<file path="src/rtl/seq_stream_ctrl.sv">
// Word-to-bit serialiser feeding a programmable overlapping pattern matcher.
// Optional saturating match counter enabled by defining MATCH_COUNT_EN.
module seq_stream_ctrl #(
  parameter int WORD_W = 8,
  parameter int PAT_W  = 8,
  parameter int LEN_W  = 4
`ifdef MATCH_COUNT_EN
  ,
  parameter int CNT_W  = 8
`endif
) (
  input  logic              clk,
  input  logic              reset_n,
  input  logic              enable,
  input  logic              cfg_load,
  input  logic [PAT_W-1:0]  cfg_pattern,
  input  logic [LEN_W-1:0]  cfg_len,
  input  logic              s_valid,
  input  logic [WORD_W-1:0] s_data,
  output logic              s_ready,
  output logic              busy,
  output logic              match,
  output logic              cfg_err
`ifdef MATCH_COUNT_EN
  ,
  input  logic              cnt_clr,
  output logic [CNT_W-1:0]  match_cnt
`endif
);

  localparam int               IDX_W    = (WORD_W > 1) ? $clog2(WORD_W) : 1;
  localparam logic [LEN_W-1:0] LEN_MAX  = LEN_W'(PAT_W);
  localparam logic [IDX_W-1:0] IDX_LAST = IDX_W'(WORD_W - 1);

  typedef enum logic {IDLE, SHIFT} state_e;

  state_e            state_q, state_d;
  logic [WORD_W-1:0] shreg_q, shreg_d;
  logic [IDX_W-1:0]  idx_q, idx_d;
  logic [PAT_W-1:0]  hist_q, hist_d;
  logic [PAT_W-1:0]  pat_q, pat_d;
  logic [LEN_W-1:0]  len_q, len_d;
  logic [LEN_W-1:0]  seen_q, seen_d;
  logic              shifted_q, shifted_d;
  logic              match_q, match_d;
  logic              cfg_err_q, cfg_err_d;
  logic [PAT_W-1:0]  len_mask;
  logic              last_bit;
  logic              accept;
  logic              cfg_take;

  assign last_bit = (idx_q == IDX_LAST);
  assign accept   = s_valid & s_ready;
  assign cfg_take = cfg_load & (state_q == IDLE);
  assign len_mask = ~({PAT_W{1'b1}} << len_q);

  // NOTE: sequential state uses non-blocking assignments so every flop samples pre-edge values.
  always_ff @(posedge clk or negedge reset_n) begin
    if (!reset_n) begin
      state_q   <= IDLE;
      shreg_q   <= '0;
      idx_q     <= '0;
      hist_q    <= '0;
      pat_q     <= '0;
      len_q     <= LEN_MAX;
      seen_q    <= '0;
      shifted_q <= 1'b0;
      match_q   <= 1'b0;
      cfg_err_q <= 1'b0;
    end else begin
      state_q   <= state_d;
      shreg_q   <= shreg_d;
      idx_q     <= idx_d;
      hist_q    <= hist_d;
      pat_q     <= pat_d;
      len_q     <= len_d;
      seen_q    <= seen_d;
      shifted_q <= shifted_d;
      match_q   <= match_d;
      cfg_err_q <= cfg_err_d;
    end
  end

  always_comb begin
    state_d = state_q;
    case (state_q)
      IDLE:    if (accept) state_d = SHIFT;
      SHIFT:   if (last_bit && !accept) state_d = IDLE;
      default: state_d = IDLE;
    endcase
  end

  // NOTE: every signal gets a default first so no path leaves it unassigned (no latches).
  always_comb begin
    shreg_d   = shreg_q;
    idx_d     = idx_q;
    hist_d    = hist_q;
    pat_d     = pat_q;
    len_d     = len_q;
    seen_d    = seen_q;
    shifted_d = 1'b0;
    cfg_err_d = cfg_load & (state_q == SHIFT);
    // Compare the history left by the previous edge's shift; this is what registers match.
    match_d   = shifted_q && (seen_q >= len_q) &&
                ((hist_q & len_mask) == (pat_q & len_mask));
    if (state_q == SHIFT) begin
      hist_d    = {hist_q[PAT_W-2:0], shreg_q[WORD_W-1]};
      shreg_d   = shreg_q << 1;
      idx_d     = idx_q + IDX_W'(1);
      shifted_d = 1'b1;
      if (seen_q != LEN_MAX) seen_d = seen_q + LEN_W'(1);
    end else if (cfg_take) begin
      pat_d  = cfg_pattern;
      len_d  = (cfg_len == '0 || cfg_len > LEN_MAX) ? LEN_MAX : cfg_len;
      hist_d = '0;
      seen_d = '0;
    end
    if (accept) begin
      shreg_d = s_data;
      idx_d   = '0;
    end
  end

  always_comb begin
    s_ready = 1'b0;
    busy    = 1'b0;
    case (state_q)
      IDLE:    s_ready = enable & ~cfg_load;
      SHIFT: begin
        busy    = 1'b1;
        s_ready = last_bit & enable & ~cfg_load;
      end
      default: ;
    endcase
    s_ready = s_ready & reset_n;
  end

  assign match   = match_q;
  assign cfg_err = cfg_err_q;

`ifdef MATCH_COUNT_EN
  logic [CNT_W-1:0] cnt_q, cnt_d;

  // A clear wins over a coincident increment.
  always_comb begin
    cnt_d = cnt_q;
    if (cnt_clr || cfg_take) cnt_d = '0;
    else if (match_d && (cnt_q != {CNT_W{1'b1}})) cnt_d = cnt_q + CNT_W'(1);
  end

  always_ff @(posedge clk or negedge reset_n) begin
    if (!reset_n) cnt_q <= '0;
    else          cnt_q <= cnt_d;
  end

  assign match_cnt = cnt_q;
`endif

endmodule

</file>
<file path="config.mk">
export PLATFORM = sky130hd
export DESIGN_NAME = seq_stream_ctrl
export DESIGN_NICKNAME = d
export VERILOG_FILES = /design/src/rtl/seq_stream_ctrl.sv
export SDC_FILE = /design/constraint.sdc
export NUM_CORES = 1
export LEC_CHECK = 0
export BUFFER_PORTS_ARGS = -buffer_cell sky130_fd_sc_hd__buf_2
export CORE_MARGIN = 3
export CORE_UTILIZATION = 40
export CTS_BUF_LIST = sky130_fd_sc_hd__clkbuf_16
export DETAILED_ROUTE_END_ITERATION = 7
export PLACE_DENSITY = 0.69
export SLEW_MARGIN = 40
export SYNTH_ARGS = -nofsm -noshare
export SYNTH_HDL_FRONTEND = slang
export SYNTH_SLANG_ARGS = --single-unit
</file>
<file path="constraint.sdc">
create_clock -name clk -period 2 [get_ports clk]
set_input_delay 0.3 -clock clk [delete_from_list [all_inputs] [get_ports clk]]
set_output_delay 0.3 -clock clk [all_outputs]
set_load 0.02 [all_outputs]
</file>
# After elaboration in Yosys (flattened, before gate mapping)
# Index checks and enable logic that the tools add are counted.
dict set report totals {
  register_bits 39
  input_bits 25
  output_inout_bits 4
  word_cells 56
}
dict set report op_classes {
  add_sub_neg 2
  magnitude_cmp 2
  eq_ne 4
  shifts 1
  n_mux 15
  n_bitwise 12
  n_reduce_logical 10
}
# operator n
set ops {}
lappend ops {{$mux W8} 4}
lappend ops {{$and A8 B8 Y8} 2}
lappend ops {{$mux W4} 4}
lappend ops {{$eq A8 B8 Y1} 1}
lappend ops {{$not A8 Y8} 1}
lappend ops {{$shl A8 B4 Y8 const A} 1}
lappend ops {{$and A1 B1 Y1} 7}
lappend ops {{$mux W3} 2}
lappend ops {{$add A4 B1 Y4 const B} 1}
lappend ops {{$ge A4 B4 Y1} 1}
lappend ops {{$gt A4 B4 Y1 const B} 1}
lappend ops {{$logic_not A4 Y1} 1}
lappend ops {{$ne A4 B4 Y1 const B} 1}
lappend ops {{$pmux W1 S2} 2}
lappend ops {{$reduce_and A2 Y1} 2}
lappend ops {{$reduce_bool A2 Y1} 2}
lappend ops {{$add A3 B1 Y3 const B} 1}
lappend ops {{$eq A3 B3 Y1 const B} 1}
lappend ops {{$logic_and A1 B1 Y1} 3}
lappend ops {{$mux W1} 3}
lappend ops {{$ne A2 B1 Y1 const B} 1}
lappend ops {{$not A1 Y1} 2}
lappend ops {{$logic_not A1 Y1} 1}
lappend ops {{$logic_or A1 B1 Y1} 1}

# Depth between registers and ports, before layout
dict set report depth {
  depth_word 10
  depth_mapped 6
  ltp_nobuf 6
}

# Worst setup path before layout
# Ideal clock, no wire load.
dict set report synth_path {
  path_type {register to register}
  startpoint {register state_q}
  endpoint {register shreg_q[0]}
  setup_time_ps 125
  t_arrival_ps 1472
  required_time_ps 1875
  path_slack_ps 403
  path_stages_with_launch 6
  n_path_buf 1
  synth_period_minus_slack_ps 1597
  cell_sequence {dfrtp_1 -> buf_6 -> nor2b_4 -> nor3_4 -> nand2_4 -> mux2_2}
}
dict set report synth_via {
  elab_chain_cells 5
  word_cells_on_any_way 6
  classes_between {mux: 2; bitwise: 3; reduce/logical: 1}
}
# element line_no
set synth_rtl {}
lappend synth_rtl {{start, declared} 37} ;# state_e state_q, state_d;
lappend synth_rtl {{start signal, assigned} 71} ;# state_q <= state_d;
lappend synth_rtl {{$not A1 Y1 (no line)} n/a}
lappend synth_rtl {{$pmux W1 S2 (*)} 127} ;# case (state_q)
lappend synth_rtl {{$and A1 B1 Y1 (*)} 135} ;# s_ready = s_ready & reset_n;
lappend synth_rtl {{via s_ready} 20} ;# output logic s_ready,
lappend synth_rtl {{$and A1 B1 Y1 (*)} 53} ;# assign accept = s_valid & s_ready;
lappend synth_rtl {{$mux W8 / $reduce_bool A2 Y1 (equally long branches)} n/a}
lappend synth_rtl {{end signal, assigned} 72} ;# shreg_q <= shreg_d;
lappend synth_rtl {{end, declared} 38} ;# logic [WORD_W-1:0] shreg_q, shreg_d;
# The timed path passes the listed nets; every way through them passes the cells marked *.
# A chain may end at the register's enable or synchronous reset.

# Worst setup path in the final report
dict set report layout_path {
  startpoint {register idx_q[0]}
  endpoint {output s_ready}
}
dict set report layout_via {
  elab_chain_cells 5
}
# element line_no
set layout_rtl {}
lappend layout_rtl {{start, declared} 39} ;# logic [IDX_W-1:0] idx_q, idx_d;
lappend layout_rtl {{start signal, assigned} 73} ;# idx_q <= idx_d;
lappend layout_rtl {{$eq A3 B3 Y1} 52} ;# assign last_bit = (idx_q == IDX_LAST);
lappend layout_rtl {{$and A1 B1 Y1 (2 in series)} 131} ;# s_ready = last_bit & enable & ~cfg_load;
lappend layout_rtl {{$pmux W1 S2} 127}
lappend layout_rtl {{$and A1 B1 Y1} 135}
lappend layout_rtl {{end, declared} 20}
# Every way passes these cells.

==> impl_metrics.tcl <==
set metrics [dict create \
    r2r_end "shreg_q[2]$_DFFE_PN0P_" \
    grt_max_degree 40 \
    rows 24 \
    cts_made_buffers 5 \
    r2r-start "idx_q[0]$_DFFE_PN0P_" \
    critPathBufInv 1 \
    place.detailed.hpwl_um 2480 \
    critPathTopFamily "flip-flops" \
    cts_resized 0 \
    seq_area_frac_synth_pct 51.7 \
    postPlaceCellArea_mm2 0.00210 \
    status "finished clean" \
    reg2reg_depth 6 \
    insertion_delay_ns 0.28 \
    crit_type "register to primary output" \
    finalMaxSlewViolations 0 \
    finalInstanceArea_mm2 0.00223 \
    hold_buffers 0 \
    setup_violations 0 \
    fin_cells 242 \
    grt_pass1_vias 1237 \
    fin_util_pct 49.9 \
    dpl_worst_slack_ns 0.385 \
    crit_required_ns 1.70 \
    die-area_mm2 0.00559 \
    clockBufferDepth 2 \
    gr-usage-all-layers_pct 13.6 \
    final.period_utilization_pct 90.1 \
    ant_nets 0 \
    final_cell_mix "38 x dfrtp_1, 28 x buf_2, 23 x mux2_2" \
    synthCells 155 \
    viasPerCell 5.15 \
    rsz0062_at_grt "false" \
    r2r_setup_slack_ns 0.39 \
    htree_levels 2 \
    path_clk_slew_ns 0.05 \
    ys_types 35 \
    crit_path_frequent_cell "ha_1" \
    async_flop_share_pct 100 \
    max_stage_delay_ns 0.37 \
    hold_violations 0 \
    drtIter0Drc 28 \
    grt_overflow 0 \
    worst_slew_pin_slew_ns 0.531 \
    cp_cell_sequence "ha_1 -> ha_1 -> nor2b_4 -> nor3_4 -> buf_2" \
    grt_pass1_wl_um 5760 \
    final_common_cell "dfrtp_1" \
    io_pins 29 \
    hp-class "input port to async pin" \
    area_growth_pct 18.1 \
    diodes 0 \
    skew_ns 0.00384 \
    maxCapViolations 0 \
    fp.dieW_um 74.8 \
    vias 1247 \
    peakVddDrop_uv 792 \
    route.detailed.drc 0 \
    period_needed_ns 1.80 \
    finalWirelength_um 3270 \
    clock_sinks 39 \
    cts_tree "done" \
    syn_nets 188 \
    powerDensity_mw_per_mm2 1430 \
    worst-path-max-fanout 3 \
    cpMaxStageDelayCell "dfrtp_1" \
    netlist_area_mm2 0.00189 \
    fillers 395 \
    avgSynthCellArea_um2 12.2 \
    drtPass1Iterations 4 \
    grt_antenna_before_repair 0 \
    tns_ns 0 \
    yosysWarnings 0 \
    io_buffer_count 28 \
    timing.fmax_mhz 555 \
    worst_setup_path_start_kind "register" \
    power.leakage_nw 1.09 \
    fin_nets 222 \
    gp_congestion 0.739 \
    drive_above_1_share_pct 34.2 \
    critPathCaptureType "primary output" \
    synth-seq-cells 39 \
    worstPathArrival_ns 1.50 \
    synth_edf_count 0 \
    fin_ws_ns 0.198 \
    cts_root_buf "clkbuf_16" \
    start_util_pct 42.3 \
    fin_hold_ws_ns 0.110 \
    wl_per_cell_um 13.5 \
    maxSlewHeadroom_pct 64.4 \
    synth-main-ff-cell "dfrtp_1" \
    finalPower_mw 3.19 \
    core_area_mm2 0.00447 \
    dp_cells 234 \
    postCtsSetupRepairBufs 0 \
    chipHeight_um 74.8 \
]
flip-flops by register name, summed over array words and instances, names as in the netlist:
register   flops
hist_q         8
pat_q          8
shreg_q        8
len_q          4
seen_q         4
idx_q          3
cfg_err        1
match          1
shifted_q      1
state_q        1
synthesized netlist by cell type (2+ instances only):
cell type  number  area [um2]
nand2_1         8        30.0
nand3_1         4        20.0
o21ai_0        10        50.1
nor2_1          4        15.0
o21a_1          3        22.5
xnor2_1         4        35.0
a21oi_1         2        10.0
mux2_2         23         259
inv_1           7        26.3
dfrtp_1        38         951
and2_1          2        12.5
a22o_1          8        70.1
ha_1            8         100
nand2b_1        4        25.0
mux2i_1         2        20.0
xor2_1          6        52.6
nor3_1          2        10.0
buf_2           3        15.0
worst max path at each step:
| stage | from | end | slack [ns] | depth (start not counted) |
|---|---|---|---|---|
| after floorplan | state_q$_DFF_PN0_ | shreg_q[0]$_DFFE_PN0P_ | 0.40 | 5 |
| after global placement | idx_q[0]$_DFFE_PN0P_ | shreg_q[6]$_DFFE_PN0P_ | 0.43 | 6 |
| after detailed placement | idx_q[0]$_DFFE_PN0P_ | shreg_q[1]$_DFFE_PN0P_ | 0.38 | 6 |
| after CTS | idx_q[0]$_DFFE_PN0P_ | s_ready | 0.18 | 5 |
| after global routing | idx_q[0]$_DFFE_PN0P_ | s_ready | 0.12 | 5 |
| final | idx_q[0]$_DFFE_PN0P_ | s_ready | 0.20 | 5 |
power by group:
part | leakage [nW] | internal [mW] | switching, mW
Sequential | 0.500 | 1.10 | 0.239
Combinational | 0.518 | 0.603 | 0.520
Clock | 0.0724 | 0.450 | 0.279
routing by layer:
layer  share of wire [%]  up-vias  track usage (%)
met5                   0        -                0
met4                 1.7        0             5.93
met3                 4.9        5             4.01
met2                  49       21             21.6
met1                  45      606             17.5
li1                    -      615                -
cell families (layout without fill, tap and decap cells):
family / count (synthesis) / in the layout / share of synthesized area [%]
AOI/OAI and AO/OA: 30 / 30 / 11.0
xor gates and xnor gates: 10 / 10 / 4.63
adders and majority gates: 9 / 9 / 5.82
buffers and inverters: 12 / 47 / 2.98
DFF: 39 / 39 / 51.7
muxes: 25 / 25 / 14.7
and+or+nand+nor: 30 / 30 / 9.19
area by class of cell:
class	count	area, um2	share of cell area [%]
clock buffer	5	125	5.60
clock inverter	3	12.5	0.560
inverter	7	26.3	1.18
multi-input combinational	104	858	38.4
sequential	39	977	43.7
tap	52	65.1	2.91
timing repair buffer	32	170	7.61
(Power assumes the default switching activity.)
